$ cat src/rtl/piso4_ce_if.sv
// Parallel-load / serial-out bus for piso4_ce.
// Carries the bit-tick enable, load request, data word and the serial line status.
interface piso4_ce_if;
  logic       ce;
  logic       load;
  logic [3:0] d;
  logic       sout;
  logic       busy;
  logic       done;

  modport master (output ce, load, d, input sout, busy, done);
  modport slave  (input ce, load, d, output sout, busy, done);
endinterface

$ cat src/rtl/piso4_ce.sv
// 4-bit parallel-in serial-out framer: start bit, data LSB first,
// optional even-parity bit and a stop bit. Bit timing is set by the ce tick.
module piso4_ce #(
  parameter bit PARITY_EN = 1'b1
) (
  input logic       clk,
  input logic       clr,
  piso4_ce_if.slave bus
);

  typedef enum logic [2:0] {
    IDLE,
    START,
    DATA,
    PARITY,
    STOP
  } state_t;

  state_t     state, state_next;
  logic [3:0] shreg, shreg_next;
  logic [1:0] cnt, cnt_next;
  logic       par, par_next;
  logic       sout_q, sout_next;
  logic       done_q, done_next;

  always_ff @(posedge clk or posedge clr) begin
    if (clr) begin
      state  <= IDLE;
      shreg  <= 4'b0000;
      cnt    <= 2'd0;
      par    <= 1'b0;
      sout_q <= 1'b1;
      done_q <= 1'b0;
    end else begin
      state  <= state_next;
      shreg  <= shreg_next;
      cnt    <= cnt_next;
      par    <= par_next;
      sout_q <= sout_next;
      done_q <= done_next;
    end
  end

  always_comb begin
    state_next = state;
    shreg_next = shreg;
    cnt_next   = cnt;
    par_next   = par;
    done_next  = 1'b0;
    sout_next  = 1'b1;

    case (state)
      IDLE: begin
        if (bus.load) begin
          shreg_next = bus.d;
          cnt_next   = 2'd0;
          par_next   = ^bus.d;
          state_next = START;
        end
      end
      START: begin
        if (bus.ce) state_next = DATA;
      end
      DATA: begin
        if (bus.ce) begin
          shreg_next = {1'b0, shreg[3:1]};
          cnt_next   = cnt + 2'd1;
          if (cnt == 2'd3) state_next = PARITY_EN ? PARITY : STOP;
        end
      end
      PARITY: begin
        if (bus.ce) state_next = STOP;
      end
      STOP: begin
        if (bus.ce) begin
          state_next = IDLE;
          done_next  = 1'b1;
        end
      end
      default: state_next = IDLE;
    endcase

    // sout is registered, so it is decoded from where the frame will be after this edge
    case (state_next)
      IDLE:    sout_next = 1'b1;
      START:   sout_next = 1'b0;
      DATA:    sout_next = shreg_next[0];
      PARITY:  sout_next = par_next;
      STOP:    sout_next = 1'b1;
      default: sout_next = 1'b1;
    endcase
  end

  assign bus.sout = sout_q;
  assign bus.done = done_q;
  assign bus.busy = (state != IDLE);

endmodule

$ cat src/flat_wrapper.sv
// flat-port wrapper written by rule: the top's interface ports become plain ports
module piso4_ce_flat 
#(
  parameter bit PARITY_EN = 1'b1
)
  (clk, clr, bus_ce, bus_load, bus_d, bus_sout, bus_busy, bus_done);
  piso4_ce_if bus_i ();
  input logic clk;
  input logic clr;
  input wire logic [$bits(bus_i.ce)-1:0] bus_ce;
  input wire logic [$bits(bus_i.load)-1:0] bus_load;
  input wire logic [$bits(bus_i.d)-1:0] bus_d;
  output wire logic [$bits(bus_i.sout)-1:0] bus_sout;
  output wire logic [$bits(bus_i.busy)-1:0] bus_busy;
  output wire logic [$bits(bus_i.done)-1:0] bus_done;
  assign bus_i.ce = bus_ce;
  assign bus_i.load = bus_load;
  assign bus_i.d = bus_d;
  assign bus_sout = bus_i.sout;
  assign bus_busy = bus_i.busy;
  assign bus_done = bus_i.done;
  piso4_ce #(.PARITY_EN(PARITY_EN)) u_core (.clk(clk), .clr(clr), .bus(bus_i));
endmodule
$ cat config.mk
export PLATFORM = sky130hd
export DESIGN_NAME = piso4_ce_flat
export DESIGN_NICKNAME = d
export VERILOG_FILES = /design/src/rtl/piso4_ce_if.sv /design/src/rtl/piso4_ce.sv /design/src/flat_wrapper.sv
export SDC_FILE = /design/constraint.sdc
export NUM_CORES = 1
export LEC_CHECK = 0
export ABC_AREA = 1
export ABC_CLOCK_PERIOD_IN_PS = 1700
export CAP_MARGIN = 25
export CORE_AREA = 2 2 45 47
export CTS_BUF_LIST = sky130_fd_sc_hd__clkbuf_4 sky130_fd_sc_hd__clkbuf_8
export CTS_CLUSTER_SIZE = 20
export DETAILED_ROUTE_END_ITERATION = 16
export DIE_AREA = 0 0 47 49
export PLACE_DENSITY = 0.71
export REMOVE_ABC_BUFFERS = 1
export SLEW_MARGIN = 20
export SYNTH_ARGS = -nofsm -noshare
export SYNTH_HDL_FRONTEND = slang
export SYNTH_SLANG_ARGS = --single-unit
export TNS_END_PERCENT = 100
$ cat constraint.sdc
create_clock -name clk -period 1.7 [get_ports clk]
set_clock_uncertainty 0.2 [all_clocks]
set_input_delay 0.34 -clock clk [delete_from_list [all_inputs] [get_ports clk]]
set_output_delay 0.34 -clock clk [all_outputs]
set_load 0.005 [all_outputs]
==> flow_summary.yaml, run 1 <==
run_status:
  status: "complete, no violations"
pwr:
  power_density_nw_per_um2: 1540
  p_comb_share_pct: 53.3
  peakVddDrop_uv: 870
  p_sw_mw: 0.567
  leakagePower_nw: 0.505
  p_clk_share_pct: 14.1
  seqPwrFrac_pct: 32.6
  internal_power_mw: 0.870
  finalPower_mw: 1.44
  p_sw_share_pct: 39.5
yosys:
  syn_inst: 91
  synth.distinct_cells: 21
  synthArstFlopShare_pct: 100
  synth.most_common_cell: "nand2_1"
  synth-edff-count: 0
  ys_top_cells_by_count: "nand2_1, inv_1, dfrtp_1, nor2_1, nand3_1"
  synth_top_cell_by_area: "dfrtp_1"
  yosysSeqAreaShare_pct: 43.7
  synth_top_area_share_pct: 39.9
  synth_area_leaders: "dfrtp_1, nand2_1, inv_1"
  synth_seq_cells: 12
  synth_top_flop_cell: "dfrtp_1"
  synthesis.area_um2: 689
  synth.avg_cell_area_um2: 7.58
  yosys_warnings: 0
global_route:
  grt_max_degree: 13
  grt_pass1_vias: 642
  grt_usage_pct: 16.0
  antenna_found_initial: 0
  grt_pass1_wl_um: 2630
  grt-ovfl-total: 0
layout:
  nets: 126
  fillCellCount: 197
  area_growth_pct: 35.6
  diodes: 0
  drive_above_1_share_pct: 25.9
  fin_area_um2: 935
place:
  post-dp-hpwl_um: 1100
  post_dp_cell_area_um2: 898
  io_buffers: 10
  place_congestion: 0.730
  place_ws_ns: -0.118
route:
  detail_route.wl_per_cell_um: 9.76
  viasPerCell: 4.54
  num_vias: 649
  ant_nets: 0
  drtIter0Drc: 6
  drtPass1Iterations: 4
  drc: 0
  wirelength_um: 1400
worst_setup_path:
  crit_fanout: 1
  path_depth: 1
  critical-path-max-stage-delay_ns: 0.49
  cp_cell_sequence: "clkdlybuf4s50_1"
  crit_family: "buffers and inverters"
  cpMaxStageDelayCell: "clkdlybuf4s50_1"
  path_class: "flip-flop to output port"
  cp.required_ns: 1.16
  critical_path.endpoint_type: "output port"
  startpoint_type: "flip-flop"
  r2r_cells: 7
  critPathArrivalTime_ns: 1.08
  cp.buffers_inverters: 1
clocking:
  clk_path_buf_depth: 2
  path_clk_slew_ns: 0.07
  cts_root_buffer: "clkbuf_4"
  cts_hold_buf: 0
  htree_levels: 1
  numClockSinks: 12
  numCtsBuffers: 3
  clock_latency_ns: 0.27
  cts_tree: "done"
sta:
  min_period_over_period_pct: 95.3
  worstMarginPinSlew_ns: 0.473
  final-hold-violation-count: 0
  period_needed_ns: 1.62
  fmax_mhz: 617
  grt_setup_unrepaired: "false"
  setup_ws_ns: 0.0799
  slew_violations: 0
  finalSetupViolations: 0
  relSlewSlack_pct: 68.5
floorplanning:
  fp.dieArea_um2: 2300
  core_um2: 1840
  die_h_um: 49
  io-pin-count: 11
  rows: 16
  die_w_um: 47
  start_util_pct: 37.4
worst_hold_path:
  hold_path.class: "input pin to async pin"
flow_run:
  maxCapViolations: 0
sequential cells by signal, indices dropped and copies added, names as in the netlist:
register and count:
u_core.shreg 4, u_core.state 3, u_core.cnt 2, u_core.bus.done 1, u_core.bus.sout 1, u_core.par 1
layer usage:
metal	vias to the layer above	GRT usage, %	part of all wire, %
li1	331	-	-
met1	301	19.3	44
met2	13	25.6	50
met3	4	4.44	3.8
met4	0	6.94	1.9
met5	-	0	0
repair_timing:
item	4_1_cts	5_1_grt
setup buffers	1	0
gates resized for setup	2	1
pin swaps	1	1
setup endpoints to repair	2	1
layout make-up:
| class | instances | area [um^2] | share of cell area, % |
|---|---|---|---|
| well taps | 27 | 33.8 | 3.61 |
| repair buffers | 21 | 181 | 19.4 |
| clock buffers | 4 | 30.0 | 3.21 |
| inverters | 19 | 72.6 | 7.76 |
| multi-input cells | 60 | 315 | 33.7 |
| flip-flops and latches | 12 | 302 | 32.3 |
power groups by stage:
stage,Combinational (mW),Clock (mW),Sequential [mW]
after floorplan,0.442,0,0.486
after global placement,0.729,0,0.472
after detailed placement,0.759,0,0.475
after CTS,0.764,0.210,0.470
after global routing,0.868,0.226,0.484
final,0.766,0.203,0.468
cell families after synthesis:
| kind of cell | after synthesis | synth area share (%) |
|---|---|---|
| AOI/OAI and AO/OA | 7 | 8.35 |
| and+or+nand+nor | 52 | 35.6 |
| adders and majority gates | 1 | 1.81 |
| DFF | 12 | 43.7 |
| buffers and inverters | 19 | 10.5 |
through the flow:
stage,util [%],hold WS (ns),setup TNS [ns],std cells
floorplan,-,0.00398,0,91
global placement,48.8,0.272,-0.435,138
detailed placement,48.8,0.291,-0.446,138
CTS,50.7,0.186,0,143
global route,50.7,0.231,0,143
finish,50.7,0.173,0,143
worst paths after layout:
check,slack (ns),to,startpoint
setup / recovery,0.08,bus_done,u_core.bus.done$_DFF_PP0_
hold / removal,0.17,u_core.shreg[2]$_DFFE_PP0P_,clr
setup reg to reg,0.23,u_core.shreg[2]$_DFFE_PP0P_,u_core.state[0]$_DFF_PP0_
hold reg to reg,0.31,u_core.cnt[1]$_DFFE_PP0P_,u_core.cnt[1]$_DFFE_PP0P_
max in group asynchronous,0.78,u_core.bus.sout$_DFF_PP1_,clr
min in group clk,0.31,u_core.cnt[1]$_DFFE_PP0P_,u_core.cnt[1]$_DFFE_PP0P_
layout by cell type (no fill, tap or decap):
| master | instances |
|---|---|
| nand3_1 | 8 |
| o32ai_1 | 1 |
| a21oi_1 | 1 |
| a21oi_4 | 1 |
| nand3_4 | 1 |
| nor2_4 | 1 |
| clkdlybuf4s15_1 | 1 |
| o21ai_0 | 1 |
| buf_4 | 11 |
| clkbuf_4 | 4 |
| inv_1 | 13 |
| dfrtp_1 | 11 |
| nand2_2 | 4 |
| clkdlybuf4s50_1 | 8 |
| nand2_1 | 27 |
| nand3_2 | 1 |
| nand4_1 | 1 |
| o22ai_1 | 1 |
| ha_1 | 1 |
| dlygate4sd2_1 | 1 |
| clkinv_2 | 1 |
| o221ai_1 | 1 |
| inv_2 | 5 |
| nor2_1 | 9 |
| dfstp_2 | 1 |
| o211ai_1 | 1 |
Power figures use the tool's default switching activity.
==> run 2, diff against run 1 <==
--- a/config.mk
+++ b/config.mk
@@ -8,12 +8,14 @@
 export ABC_AREA = 1
 export ABC_CLOCK_PERIOD_IN_PS = 1700
 export CAP_MARGIN = 25
-export CORE_AREA = 2 2 45 47
+export CORE_AREA = 2 2 40 42
 export CTS_BUF_LIST = sky130_fd_sc_hd__clkbuf_4 sky130_fd_sc_hd__clkbuf_8
 export CTS_CLUSTER_SIZE = 20
 export DETAILED_ROUTE_END_ITERATION = 16
-export DIE_AREA = 0 0 47 49
-export PLACE_DENSITY = 0.71
+export DIE_AREA = 0 0 42 44
+export GPL_ROUTABILITY_DRIVEN = 1
+export GPL_TIMING_DRIVEN = 0
+export PLACE_DENSITY = 0.85
 export REMOVE_ABC_BUFFERS = 1
 export SLEW_MARGIN = 20
 export SYNTH_ARGS = -nofsm -noshare
==> flow_summary.yaml, run 2 (same netlist as run 1, synthesis figures left out) <==
route:
  top_layer_used: "met4"
  num_vias: 639
  wl_met1_um: 543
  drtIter0Drc: 8
  viasPerCell: 5.03
  drtPass1Iterations: 3
  detail_route.wl_per_cell_um: 10.7
  wl_met3_um: 54
  routed-wl-met2_um: 731
  ant_nets: 0
  wirelength_um: 1360
  drc: 0
place:
  post-dp-hpwl_um: 1010
  io_buffers: 10
  post_dp_cell_area_um2: 810
  place_congestion: 0.812
worst_setup_path:
  r2r_cells: 7
  critical_path.endpoint_type: "output port"
  crit_fanout: 2
  critPathArrivalTime_ns: 1.11
  cpMaxStageDelayCell: "dfrtp_2"
  critical-path-max-stage-delay_ns: 0.43
  cp_cell_sequence: "nor2_4, nand2_1, dlygate4sd2_1"
  r2r_slack_ns: 0.18
  path_class: "flip-flop to output port"
  startpoint_type: "flip-flop"
  rr_startpoint: "u_core.state[0]$_DFF_PP0_"
  cp.required_ns: 1.16
  critPathLaunch: "u_core.state[1]$_DFF_PP0_"
  r2r-end: "u_core.shreg[2]$_DFFE_PP0P_"
  crit_end: "bus_busy"
sta:
  fmax_mhz: 607
  final-hold-violation-count: 0
  relSlewSlack_pct: 69.2
  finalSetupViolations: 0
  min_period_over_period_pct: 96.9
  worstMarginPinSlew_ns: 0.461
  slew_violations: 0
  period_needed_ns: 1.65
layout:
  diodes: 0
  nets: 121
  final_cell_mix: "nand2_1, inv_1, nor2_1, dfrtp_1"
  top_register: "u_core.shreg"
  fin_area_um2: 893
  reg_top3: "u_core.shreg x4, u_core.state x3, u_core.cnt x2"
  area_growth_pct: 29.6
  final_common_cell: "nand2_1"
  drive_above_1_share_pct: 24.3
  largest_reg_flops: 4
pwr:
  p_sw_share_pct: 39.6
  internal_power_mw: 0.841
  p_comb_share_pct: 49.6
  power_density_nw_per_um2: 1560
  finalPower_mw: 1.39
  p_sw_mw: 0.551
  seqPwrFrac_pct: 34.4
  peakVddDrop_uv: 666
  p_clk_share_pct: 15.9
  leakagePower_nw: 0.480
worst_hold_path:
  hold_path.class: "input pin to async pin"
clocking:
  path_clk_slew_ns: 0.08
  htree_levels: 1
  numCtsBuffers: 3
  cts_tree: "done"
  clk_path_buf_depth: 2
  cts_root_buffer: "clkbuf_4"
  clock_latency_ns: 0.27
  numClockSinks: 12
floorplanning:
  core_um2: 1420
  start_util_pct: 48.6
  io-pin-count: 11
  die_w_um: 42
  fp.dieArea_um2: 1850
  die_h_um: 44
  rows: 14
global_route:
  grt_usage_pct: 17.3
  grt_pass1_wl_um: 2390
  grt_pass1_vias: 634
  grt-ovfl-total: 0
  antenna_found_initial: 0
  grt_max_degree: 13
run_status:
  status: "complete, no violations"
flow_run:
  maxCapViolations: 0
==> run 2: through the flow <==
step / setup TNS, ns / hold slack, ns / instances / setup WS, ns / utilization (%)
4_1_cts: 0 / 0.189 / 124 / 0.0321 / 61.2
5_1_grt: -0.00419 / 0.225 / 127 / -0.00419 / 63.0
2_1_floorplan: 0 / 0.00398 / 91 / 0.375 / -
3_5_place_dp: -0.320 / 0.290 / 117 / -0.125 / 57.1
3_3_place_gp: -0.220 / 0.271 / 117 / -0.0968 / 57.1
6_report: 0 / 0.178 / 127 / 0.0525 / 63.0
==> run 2: worst min-delay path by stage <==
| stage | slack (ns) | startpoint | end |
|---|---|---|---|
| after floorplan | 0.004 | clr | u_core.bus.done$_DFF_PP0_ |
| after global placement | 0.27 | u_core.cnt[1]$_DFFE_PP0P_ | u_core.cnt[1]$_DFFE_PP0P_ |
| after detailed placement | 0.29 | u_core.cnt[1]$_DFFE_PP0P_ | u_core.cnt[1]$_DFFE_PP0P_ |
| after CTS | 0.19 | clr | u_core.state[2]$_DFF_PP0_ |
| after global routing | 0.23 | clr | u_core.shreg[0]$_DFF_PP0_ |
| final | 0.18 | clr | u_core.state[2]$_DFF_PP0_ |
==> run 2: critical path, delay by kind of cell, from the launching register on <==
family | cells | cell delay, ns
buf+inv | 1 | 0.25
simple gates | 2 | 0.16
flops | 1 | 0.43
==> run 2: cell type report <==
cell class	instances	area, um^2
multi-input combinational	60	315
timing repair buffer	16	143
tap	16	20.0
fill	132	526
sequential	12	304
clock buffer	4	36.3
inverter	19	75.1
==> run 2: what timing repair did <==
action / in CTS / in global routing
pin swaps: 1 / 1
gates resized for setup: 4 / 1
hold buffers: 0 / 0
setup endpoints to repair: 2 / 1
setup buffers: 3 / 3
==> run 2: routing by layer <==
layer,global-route usage [%],vias to the layer above
met3,4.17,4
met2,30.3,12
li1,-,326
met5,0,-
met4,11.0,0
met1,18.9,297
==> run 2: power groups by stage <==
stage / Combinational (mW) / Sequential, mW / Clock (mW)
floorplan: 0.442 / 0.486 / 0
global placement: 0.569 / 0.497 / 0
detailed placement: 0.595 / 0.509 / 0
CTS: 0.665 / 0.478 / 0.228
global route: 0.786 / 0.493 / 0.238
finish: 0.691 / 0.479 / 0.222
